<file path="src/rtl/apb_mst_pkg.sv">
// Shared types for the APB master bridge: FSM states, command record, default FIFO depth.
// Latency: n/a (types only). Backpressure: n/a.
package apb_mst_pkg;

    localparam int CMD_DEPTH_DEFAULT = 4;

    typedef enum logic [1:0] {
        IDLE   = 2'd0,
        SETUP  = 2'd1,
        ACCESS = 2'd2
    } apb_state_e;

    typedef struct packed {
        logic        write;
        logic [31:0] addr;
        logic [31:0] wdata;
    } apb_cmd_t;

endpackage

</file>
<file path="src/rtl/apb_master_bridge_if.sv">
// Command, response and APB signal bundle for the bridge; pready_i exists only with APB_MST_PREADY_EN.
// Latency: n/a. Backpressure: cmd valid/ready in, rsp valid/ready out.
interface apb_master_bridge_if;

    logic        cmd_valid_i;
    logic        cmd_ready_o;
    logic        cmd_write_i;
    logic [31:0] cmd_addr_i;
    logic [31:0] cmd_wdata_i;

    logic        rsp_valid_o;
    logic        rsp_ready_i;
    logic        rsp_write_o;
    logic [31:0] rsp_rdata_o;

    logic [31:0] paddr_o;
    logic [31:0] pwdata_o;
    logic        psel_o;
    logic        penable_o;
    logic        pwrite_o;
    logic [31:0] prdata_i;
`ifdef APB_MST_PREADY_EN
    logic        pready_i;
`endif

    modport master (
        input  cmd_valid_i, cmd_write_i, cmd_addr_i, cmd_wdata_i,
        output cmd_ready_o,
        output rsp_valid_o, rsp_write_o, rsp_rdata_o,
        input  rsp_ready_i,
        output paddr_o, pwdata_o, psel_o, penable_o, pwrite_o,
`ifdef APB_MST_PREADY_EN
        input  pready_i,
`endif
        input  prdata_i
    );

    modport slave (
        output cmd_valid_i, cmd_write_i, cmd_addr_i, cmd_wdata_i,
        input  cmd_ready_o,
        input  rsp_valid_o, rsp_write_o, rsp_rdata_o,
        output rsp_ready_i,
        input  paddr_o, pwdata_o, psel_o, penable_o, pwrite_o,
`ifdef APB_MST_PREADY_EN
        output pready_i,
`endif
        output prdata_i
    );

endinterface

</file>
<file path="src/rtl/apb_mst_fifo.sv">
// Synchronous FIFO of DEPTH (power of two, >= 2) entries of W bits; head is read combinationally.
// Latency: push visible at head the cycle after. Backpressure: push ignored when full, pop ignored when empty.
module apb_mst_fifo #(
    parameter int DEPTH = 4,
    parameter int W     = 65
) (
    input  logic         clk,
    input  logic         rst_,
    input  logic         i_push,
    input  logic [W-1:0] i_dat,
    input  logic         i_pop,
    output logic [W-1:0] o_dat,
    output logic         o_full,
    output logic         o_empty
);

    localparam int AW = $clog2(DEPTH);

    logic [W-1:0] r_mem [DEPTH];
    logic [AW:0]  r_wr_ptr;
    logic [AW:0]  r_rd_ptr;
    logic         w_push;
    logic         w_pop;

    // Extra pointer bit distinguishes full from empty when the indices match.
    assign o_empty = (r_wr_ptr == r_rd_ptr);
    assign o_full  = (r_wr_ptr[AW] != r_rd_ptr[AW]) && (r_wr_ptr[AW-1:0] == r_rd_ptr[AW-1:0]);
    assign w_push  = i_push && !o_full;
    assign w_pop   = i_pop && !o_empty;
    assign o_dat   = r_mem[r_rd_ptr[AW-1:0]];

    always_ff @(posedge clk or negedge rst_) begin
        if (!rst_) begin
            r_wr_ptr <= '0;
            r_rd_ptr <= '0;
        end else begin
            if (w_push) r_wr_ptr <= r_wr_ptr + {{AW{1'b0}}, 1'b1};
            if (w_pop)  r_rd_ptr <= r_rd_ptr + {{AW{1'b0}}, 1'b1};
        end
    end

    always_ff @(posedge clk) begin
        if (w_push) r_mem[r_wr_ptr[AW-1:0]] <= i_dat;
    end

endmodule

</file>
<file path="src/rtl/apb_master_bridge.sv">
// Queues local read/write commands and issues them as APB transfers; APB_MST_PREADY_EN adds pready_i wait states.
// Latency: 3 cycles push-to-response; backpressure: no new transfer starts while an unaccepted response is held.
module apb_master_bridge
    import apb_mst_pkg::*;
#(
    parameter int CMD_DEPTH = CMD_DEPTH_DEFAULT
) (
    input  logic                 clk,
    input  logic                 rst_,
    apb_master_bridge_if.master  bus
);

    apb_state_e  r_state;
    logic        r_psel;
    logic        r_penable;
    logic        r_pwrite;
    logic [31:0] r_paddr;
    logic [31:0] r_pwdata;
    logic        r_rsp_valid;
    logic        r_rsp_write;
    logic [31:0] r_rsp_rdata;

    apb_cmd_t    w_push_cmd;
    apb_cmd_t    w_head;
    logic        w_push;
    logic        w_pop;
    logic        w_full;
    logic        w_empty;
    logic        w_done;

    assign w_push_cmd.write = bus.cmd_write_i;
    assign w_push_cmd.addr  = bus.cmd_addr_i;
    assign w_push_cmd.wdata = bus.cmd_wdata_i;

    assign bus.cmd_ready_o = !w_full;
    assign w_push          = bus.cmd_valid_i && !w_full;
    assign w_pop           = (r_state == IDLE) && !w_empty && (!r_rsp_valid || bus.rsp_ready_i);

`ifdef APB_MST_PREADY_EN
    assign w_done = (r_state == ACCESS) && bus.pready_i;
`else
    assign w_done = (r_state == ACCESS);
`endif

    apb_mst_fifo #(
        .DEPTH (CMD_DEPTH),
        .W     ($bits(apb_cmd_t))
    ) u_cmd_fifo (
        .clk     (clk),
        .rst_    (rst_),
        .i_push  (w_push),
        .i_dat   (w_push_cmd),
        .i_pop   (w_pop),
        .o_dat   (w_head),
        .o_full  (w_full),
        .o_empty (w_empty)
    );

    always_ff @(posedge clk or negedge rst_) begin
        if (!rst_) begin
            r_state     <= IDLE;
            r_psel      <= 1'b0;
            r_penable   <= 1'b0;
            r_pwrite    <= 1'b0;
            r_paddr     <= '0;
            r_pwdata    <= '0;
            r_rsp_valid <= 1'b0;
            r_rsp_write <= 1'b0;
            r_rsp_rdata <= '0;
        end else begin
            // A completion wins over a same-cycle handshake so the new response is not lost.
            if (w_done) begin
                r_rsp_valid <= 1'b1;
                r_rsp_write <= r_pwrite;
                r_rsp_rdata <= r_pwrite ? 32'd0 : bus.prdata_i;
            end else if (r_rsp_valid && bus.rsp_ready_i) begin
                r_rsp_valid <= 1'b0;
            end

            case (r_state)
                IDLE: begin
                    if (w_pop) begin
                        r_state   <= SETUP;
                        r_psel    <= 1'b1;
                        r_penable <= 1'b0;
                        r_paddr   <= w_head.addr;
                        r_pwdata  <= w_head.wdata;
                        r_pwrite  <= w_head.write;
                    end
                end
                SETUP: begin
                    r_state   <= ACCESS;
                    r_penable <= 1'b1;
                end
                ACCESS: begin
                    if (w_done) begin
                        r_state   <= IDLE;
                        r_psel    <= 1'b0;
                        r_penable <= 1'b0;
                    end
                end
                default: begin
                    r_state   <= IDLE;
                    r_psel    <= 1'b0;
                    r_penable <= 1'b0;
                end
            endcase
        end
    end

    assign bus.psel_o      = r_psel;
    assign bus.penable_o   = r_penable;
    assign bus.pwrite_o    = r_pwrite;
    assign bus.paddr_o     = r_paddr;
    assign bus.pwdata_o    = r_pwdata;
    assign bus.rsp_valid_o = r_rsp_valid;
    assign bus.rsp_write_o = r_rsp_write;
    assign bus.rsp_rdata_o = r_rsp_rdata;

endmodule
</file>
<file path="src/flat_wrapper.sv">
// flat-port wrapper written by rule: the top's interface ports become plain ports
module apb_master_bridge_flat import apb_mst_pkg::*;
#(
    parameter int CMD_DEPTH = CMD_DEPTH_DEFAULT
)
  (clk, rst_, bus_cmd_valid_i, bus_cmd_write_i, bus_cmd_addr_i, bus_cmd_wdata_i, bus_cmd_ready_o, bus_rsp_valid_o, bus_rsp_write_o, bus_rsp_rdata_o, bus_rsp_ready_i, bus_paddr_o, bus_pwdata_o, bus_psel_o, bus_penable_o, bus_pwrite_o, bus_prdata_i);
  apb_master_bridge_if bus_i ();
  input  logic clk;
  input  logic rst_;
  input wire logic [$bits(bus_i.cmd_valid_i)-1:0] bus_cmd_valid_i;
  input wire logic [$bits(bus_i.cmd_write_i)-1:0] bus_cmd_write_i;
  input wire logic [$bits(bus_i.cmd_addr_i)-1:0] bus_cmd_addr_i;
  input wire logic [$bits(bus_i.cmd_wdata_i)-1:0] bus_cmd_wdata_i;
  output wire logic [$bits(bus_i.cmd_ready_o)-1:0] bus_cmd_ready_o;
  output wire logic [$bits(bus_i.rsp_valid_o)-1:0] bus_rsp_valid_o;
  output wire logic [$bits(bus_i.rsp_write_o)-1:0] bus_rsp_write_o;
  output wire logic [$bits(bus_i.rsp_rdata_o)-1:0] bus_rsp_rdata_o;
  input wire logic [$bits(bus_i.rsp_ready_i)-1:0] bus_rsp_ready_i;
  output wire logic [$bits(bus_i.paddr_o)-1:0] bus_paddr_o;
  output wire logic [$bits(bus_i.pwdata_o)-1:0] bus_pwdata_o;
  output wire logic [$bits(bus_i.psel_o)-1:0] bus_psel_o;
  output wire logic [$bits(bus_i.penable_o)-1:0] bus_penable_o;
  output wire logic [$bits(bus_i.pwrite_o)-1:0] bus_pwrite_o;
  input wire logic [$bits(bus_i.prdata_i)-1:0] bus_prdata_i;
  assign bus_i.cmd_valid_i = bus_cmd_valid_i;
  assign bus_i.cmd_write_i = bus_cmd_write_i;
  assign bus_i.cmd_addr_i = bus_cmd_addr_i;
  assign bus_i.cmd_wdata_i = bus_cmd_wdata_i;
  assign bus_cmd_ready_o = bus_i.cmd_ready_o;
  assign bus_rsp_valid_o = bus_i.rsp_valid_o;
  assign bus_rsp_write_o = bus_i.rsp_write_o;
  assign bus_rsp_rdata_o = bus_i.rsp_rdata_o;
  assign bus_i.rsp_ready_i = bus_rsp_ready_i;
  assign bus_paddr_o = bus_i.paddr_o;
  assign bus_pwdata_o = bus_i.pwdata_o;
  assign bus_psel_o = bus_i.psel_o;
  assign bus_penable_o = bus_i.penable_o;
  assign bus_pwrite_o = bus_i.pwrite_o;
  assign bus_i.prdata_i = bus_prdata_i;
  apb_master_bridge #(.CMD_DEPTH(CMD_DEPTH)) u_core (.clk(clk), .rst_(rst_), .bus(bus_i));
endmodule
</file>
<file path="config.mk">
export PLATFORM = sky130hd
export DESIGN_NAME = apb_master_bridge_flat
export DESIGN_NICKNAME = d
export VERILOG_FILES = /design/src/rtl/apb_mst_pkg.sv /design/src/rtl/apb_master_bridge_if.sv /design/src/rtl/apb_mst_fifo.sv /design/src/rtl/apb_master_bridge.sv /design/src/flat_wrapper.sv
export SDC_FILE = /design/constraint.sdc
export NUM_CORES = 1
export LEC_CHECK = 0
export CAP_MARGIN = 20
export CORE_ASPECT_RATIO = 1.4
export CORE_MARGIN = 1
export CORE_UTILIZATION = 45
export DETAILED_ROUTE_END_ITERATION = 6
export PLACE_DENSITY = 0.7
export SYNTH_ARGS = -nofsm -noshare
export SYNTH_HDL_FRONTEND = slang
export SYNTH_SLANG_ARGS = --single-unit
</file>
<file path="constraint.sdc">
create_clock -name clk -period 3.6 [get_ports clk]
set_input_delay 0.72 -clock clk [delete_from_list [all_inputs] [get_ports clk]]
set_output_delay 0.72 -clock clk [all_outputs]
set_load 0.02 [all_outputs]
</file>
# == After elaboration in Yosys (flattened, before gate mapping) ==
# Memories as Yosys holds them, arrays and structs flattened. A register that Yosys moved wholly into a read port is not among the register bits.
# Index checks and enable logic that the tools add are counted.
# Widths: inputs -> output; s select.
# totals
register_bits,44
ramBits,260
in_bits,101
elab_cells,45
mem_count,1
# memory_table
name,words,width,rd,rd_clocked_by_memory_dff,write_ports,line_no,rtl
u_core.u_cmd_fifo.r_mem,4,65,1,1,1,apb_mst_fifo.sv:19,logic [W-1:0] r_mem [DEPTH];
# classes
add_sub_neg,2
eq_ne,6
mux,11
bitwise_logic,1
n_reduce_logical,16
# ops
cell,n
$mux 32,1
$logic_and 1x1->1,7
$add 3x1->3 const B,2
$mux 1,6
$logic_not 1->1,4
$pmux 1 s2,2
$pmux 2 s2,1
$reduce_and 2->1,2
$eq 3x3->1,1
$eq 2x1->1 const B,1
$eq 2x2->1,1
$eq 2x2->1 const B,1
$logic_not 2->1,1
$mux 2,1
$ne 2x2->1 const B,1
$reduce_bool 2->1,1
$logic_or 1x1->1,1
$ne 1x1->1,1
$not 1->1,1

# == Depth between registers and ports, before layout ==
# logic_depth
depth_word,7
depth_mapped,7
mapped_depth_nobuf,5

# == Hierarchy ==
# From an unflattened synthesis, not the netlist that was laid out.
# unflattened
hier_cells,680
hier_area_um2,13790.7
# modules_own_cells
mod,instances,cells_each,area_per_inst_um2
apb_mst_fifo,1,389,9845.7
apb_master_bridge,1,291,3945.0

# == Least setup slack after synthesis ==
# Ideal clock, no wire load.
# synth_path
path_kind,reg-to-reg
from,reg u_core.u_cmd_fifo.r_rd_ptr[0]
to,"mem u_core.u_cmd_fifo.r_mem[3][0], enable pin"
setup_ns,0.432
arrival_time_ns,2.848
required_ns,3.168
setup_slack_ns,0.320
stages_incl_launch_ff,6
n_path_buf,2
period_less_slack_ns,3.280
cell_sequence,dfrtp_1 -> clkbuf_1 -> xor2_1 -> or3_1 -> clkbuf_1 -> and3_1
# synth_via
elab_chain_len,7
# synth_rtl
element,line_no,rtl
start: declaration,apb_mst_fifo.sv:21,logic [AW:0] r_rd_ptr;
start signal: assignment,apb_mst_fifo.sv:38,"if (w_pop) r_rd_ptr <= r_rd_ptr + {{AW{1'b0}}, 1'b1};"
$eq 2x2->1 (*),apb_mst_fifo.sv:27,assign o_full = (r_wr_ptr[AW] != r_rd_ptr[AW]) && (r_wr_ptr[AW-1:0] == r_rd_ptr[AW-1:0]);
$logic_and 1x1->1 (*),apb_mst_fifo.sv:27,
$logic_not 1->1 (*),-,
via bus_cmd_ready_o,flat_wrapper.sv:14,output wire logic [$bits(bus_i.cmd_ready_o)-1:0] bus_cmd_ready_o;
$logic_and 1x1->1,apb_master_bridge.sv:36,assign w_push = bus.cmd_valid_i && !w_full;
$logic_and 1x1->1 (*),apb_mst_fifo.sv:28,assign w_push = i_push && !o_full;
$mux 1 (*),apb_mst_fifo.sv:43,if (w_push) r_mem[r_wr_ptr[AW-1:0]] <= i_dat;
$mux 1 (not written as such) (*),apb_mst_fifo.sv:43,
end: declaration,apb_mst_fifo.sv:19,
# The timed path passes the listed nets; every way through them passes the cells marked *.

# == Worst setup path after layout ==
# layout_path
from,reg u_core.u_cmd_fifo.r_rd_ptr[1]
to,out bus_cmd_ready_o
# layout_via
elab_chain_len,3
# layout_rtl
element,line_no,rtl
$eq 2x2->1,apb_mst_fifo.sv:27,
$logic_and 1x1->1,apb_mst_fifo.sv:27,
$logic_not 1->1,apb_master_bridge.sv:35,assign bus.cmd_ready_o = !w_full;
end: declaration,flat_wrapper.sv:14,
# No other way between the ends.

==> results.cfg <==
[pwr]
cell_internal_pwr_uw = 11220
power_per_cell_area_nw_per_um2 = 916.3
switching_share = 0.2992
vdd_drop_max_uv = 717.2
power.sequential.fraction = 0.403
clockPowerShare = 0.236
comb_power_share = 0.361
total_leakage_power_uw = 0.006211
design_power_total_uw = 16000
p_sw_uw = 4788

[clocking]
cts_tree = yes
post-cts-setup-buffer-count = 0
cts.clk_slew.worst_paths_ns = 0.06
htree_num_levels = 2
cts_repair_resize_count = 0
ctsRootBufferMaster = clkbuf_16
cts-root-to-sink-buffers = 3
clk-insertion-delay-late_ns = 0.52
cts_hold_repair.buffers = 0
cts_bufs_inserted = 35
cts_sinks = 368

[place]
place_congestion = 0.7423
standard_cell_area_after_detailed_placement_um2 = 16240
place.detailed.instances = 1226
buffer_ports.inserted = 202
place_hpwl_um = 15510

[routing]
detailedRoute.firstPassIterationCount = 6
avgRoutedWirePerCell_um = 20.35
num_vias = 6710
vias_per_cell = 5.193
drt_wl_total_um = 26300
drtIter0Drc = 286
antenna_violating_nets_post_route = 0
route.detailed.drc = 0

[synth]
ys_top_cells_by_area = edfxtp_1 57%, dfrtp_1 20%, mux4_2 11%, mux2_2 3.9%, mux2_4 2.2%
postSynthNetCount = 767
synth_largest_type_area_fraction = 0.5698
synth_largest_area_cell = edfxtp_1
yosysMostFrequentCell = edfxtp_1
synthesis.area_um2 = 13700
yosysWarningCount = 0
synth_seq_cells = 368
synth_top_cells_by_count = 260 x edfxtp_1, 108 x dfrtp_1, 65 x mux4_2, 48 x mux2_2, 35 x nand2_1
seq_area_frac_synth = 0.7671
post_synth_num_cell_types = 23
synth_ff_type = edfxtp_1
synth_enable_flop_cells = 260
ys_async_sr_fraction = 0.2935
synthesis.instances = 661
syn-mean-instance-area_um2 = 20.73

[timing]
worst_slew_margin_rel = 0.3136
fmax_ghz = 0.3323
finalClockSkew_ns = 0.01591
tightest_slew_ns = 1.030
timing_max_transition_violations_final = 0
unrepaired_setup_endpoints_after_global_routing = no
final_period_minus_worst_setup_slack_ns = 3.010
fin_worst_hold_slack_ns = 0.3434
final_min_period_over_clock_period = 0.8360
hold_viol_final = 0
totalNegativeSetupSlack_ns = 0
timing.final.setup_violations = 0

[setup_path]
worstSetupStartpoint = u_core.u_cmd_fifo.r_rd_ptr[1]
cp_num_buf_inv = 1
critical-path-top-delay-family = buffers and inverters
slowest_stage = clkdlybuf4s50_1
setup.worst_path.start_class = flop
crit_required_ns = 2.88
cp-end-kind = output pin
critPathArrivalTime_ns = 2.29
critical_path.max_stage_delay_ns = 0.67
rr_startpoint = u_core.u_cmd_fifo.r_rd_ptr[2]
crit_chain = xor2_1 > or3_1 > clkdlybuf4s50_1
category_of_the_most_critical_setup_path = flop to output pin
cp_max_fo = 6

[grt]
total_global_route_track_usage = 0.1726
grt_max_degree = 68
grt_pass1_wl_um = 39990
globalRouteOverflowTotal = 0
grt_antenna_before_repair = 2
grt_pass1_vias = 7067

[status]
result_of_the_run = complete, no violations

[final_layout]
final_nets = 985
area_delta_synth_final_pct = 27.46
layout-drive-gt1-share = 0.2309
nFillCells = 2228
fin_cells = 1292
final_design_area_no_fill_um2 = 17460

[die]
core_area_um2 = 29940
design.die.area_um2 = 31160
row_count = 75
floorplan.die.width_um = 149.5
die_y_um = 208.5
design.portCount = 203
floorplan.initialDensity = 0.4577

[job]
cap_violations = 0

[min_path]
worstHoldPathType = primary input to async pin
==> kinds of logic after synthesis <==
| family | Yosys count | synth area share |
|---|---|---|
| xor+xnor | 8 | 0.005113 |
| simple gates | 76 | 0.02813 |
| compound gates | 34 | 0.01397 |
| buf+inv | 37 | 0.01297 |
| flops | 368 | 0.7671 |
| fa+ha+maj | 5 | 0.004566 |
| mux | 133 | 0.1682 |
==> per-stage QoR <==
step,utilization,setup slack (ns)
final,0.5834,0.5902
after floorplan,-,0.3205
after global routing,0.5834,0.5158
after global placement,0.5426,0.7907
after CTS,0.5826,0.5544
after detailed placement,0.5426,0.7338
==> cells in the final DEF (no fill, tap or decap) <==
cell type and n:
nand2b_1 33, mux2_2 48, ha_1 5, nor2_1 1, clkdlybuf4s50_1 201, and3_4 4, dfrtp_1 106, buf_4 5
clkinvlp_4 1, diode_2 2, o21ai_0 33, mux2_4 20, nand2_1 35, xor2_1 4, inv_1 3, clkbuf_1 8
clkinv_4 1, xnor2_1 4, o311ai_4 1, buf_12 8, clkinv_2 8, clkbuf_16 38, dfrtp_4 2, bufinv_16 4
clkbuf_8 3, nand2b_2 1, or3_1 1, edfxtp_1 260, clkinv_1 1, nor2b_1 1, mux4_2 65
==> registers in the layout, indices dropped and copies added, names as in the netlist <==
name,cells
u_core.u_cmd_fifo.r_rd_ptr,3
u_core.bus.rsp_rdata_o,32
u_core.bus.psel_o,1
u_core.u_cmd_fifo.r_mem,260
u_core.bus.paddr_o,32
u_core.bus.rsp_write_o,1
u_core.u_cmd_fifo.r_wr_ptr,3
u_core.r_state,2
u_core.bus.pwdata_o,32
u_core.bus.rsp_valid_o,1
u_core.bus.pwrite_o,1
==> power by group through the flow <==
| stage | clock network [µW] | registers [µW] | logic (µW) |
|---|---|---|---|
| 6_report | 3780 | 6450 | 5770 |
| 5_1_grt | 4020 | 6570 | 6170 |
| 4_1_cts | 3880 | 6470 | 5890 |
| 3_5_place_dp | 0 | 6530 | 5880 |
| 3_3_place_gp | 0 | 6500 | 5790 |
| 2_1_floorplan | 0 | 7050 | 3170 |
==> area by class of cell <==
| cell class | count | area (µm²) | area share |
|---|---|---|---|
| Antenna cell | 2 | 5.005 | 0.0002866 |
| Clock buffer | 49 | 1022 | 0.05853 |
| Clock inverter | 14 | 175.2 | 0.01003 |
| Inverter | 4 | 16.27 | 0.0009314 |
| Multi-Input combinational cell | 256 | 3037 | 0.1739 |
| Sequential cell | 368 | 10520 | 0.6022 |
| Tap cell | 385 | 481.7 | 0.02758 |
| Timing Repair Buffer | 214 | 2210 | 0.1265 |
==> final timing paths <==
| check | depth (start not counted) | endpoint | slack, ns |
|---|---|---|---|
| max | 3 | bus_cmd_ready_o | 0.59 |
| min | 1 | u_core.bus.rsp_rdata_o[9] | 0.34 |
| max reg2reg | 5 | u_core.bus.paddr_o[17] | 1.20 |
| min reg2reg | 2 | u_core.bus.rsp_rdata_o[10] | 0.48 |
| max in group asynchronous | 2 | u_core.u_cmd_fifo.r_rd_ptr[0] | 2.42 |
| min in group clk | 2 | u_core.bus.rsp_rdata_o[10] | 0.48 |
==> layer usage <==
metal,GRT usage,routed length (µm)
met5,0,0
met2,0.3027,13710
met1,0.2042,10280
met4,0.06650,741
met3,0.03860,1562
(Power assumes the default switching activity.)
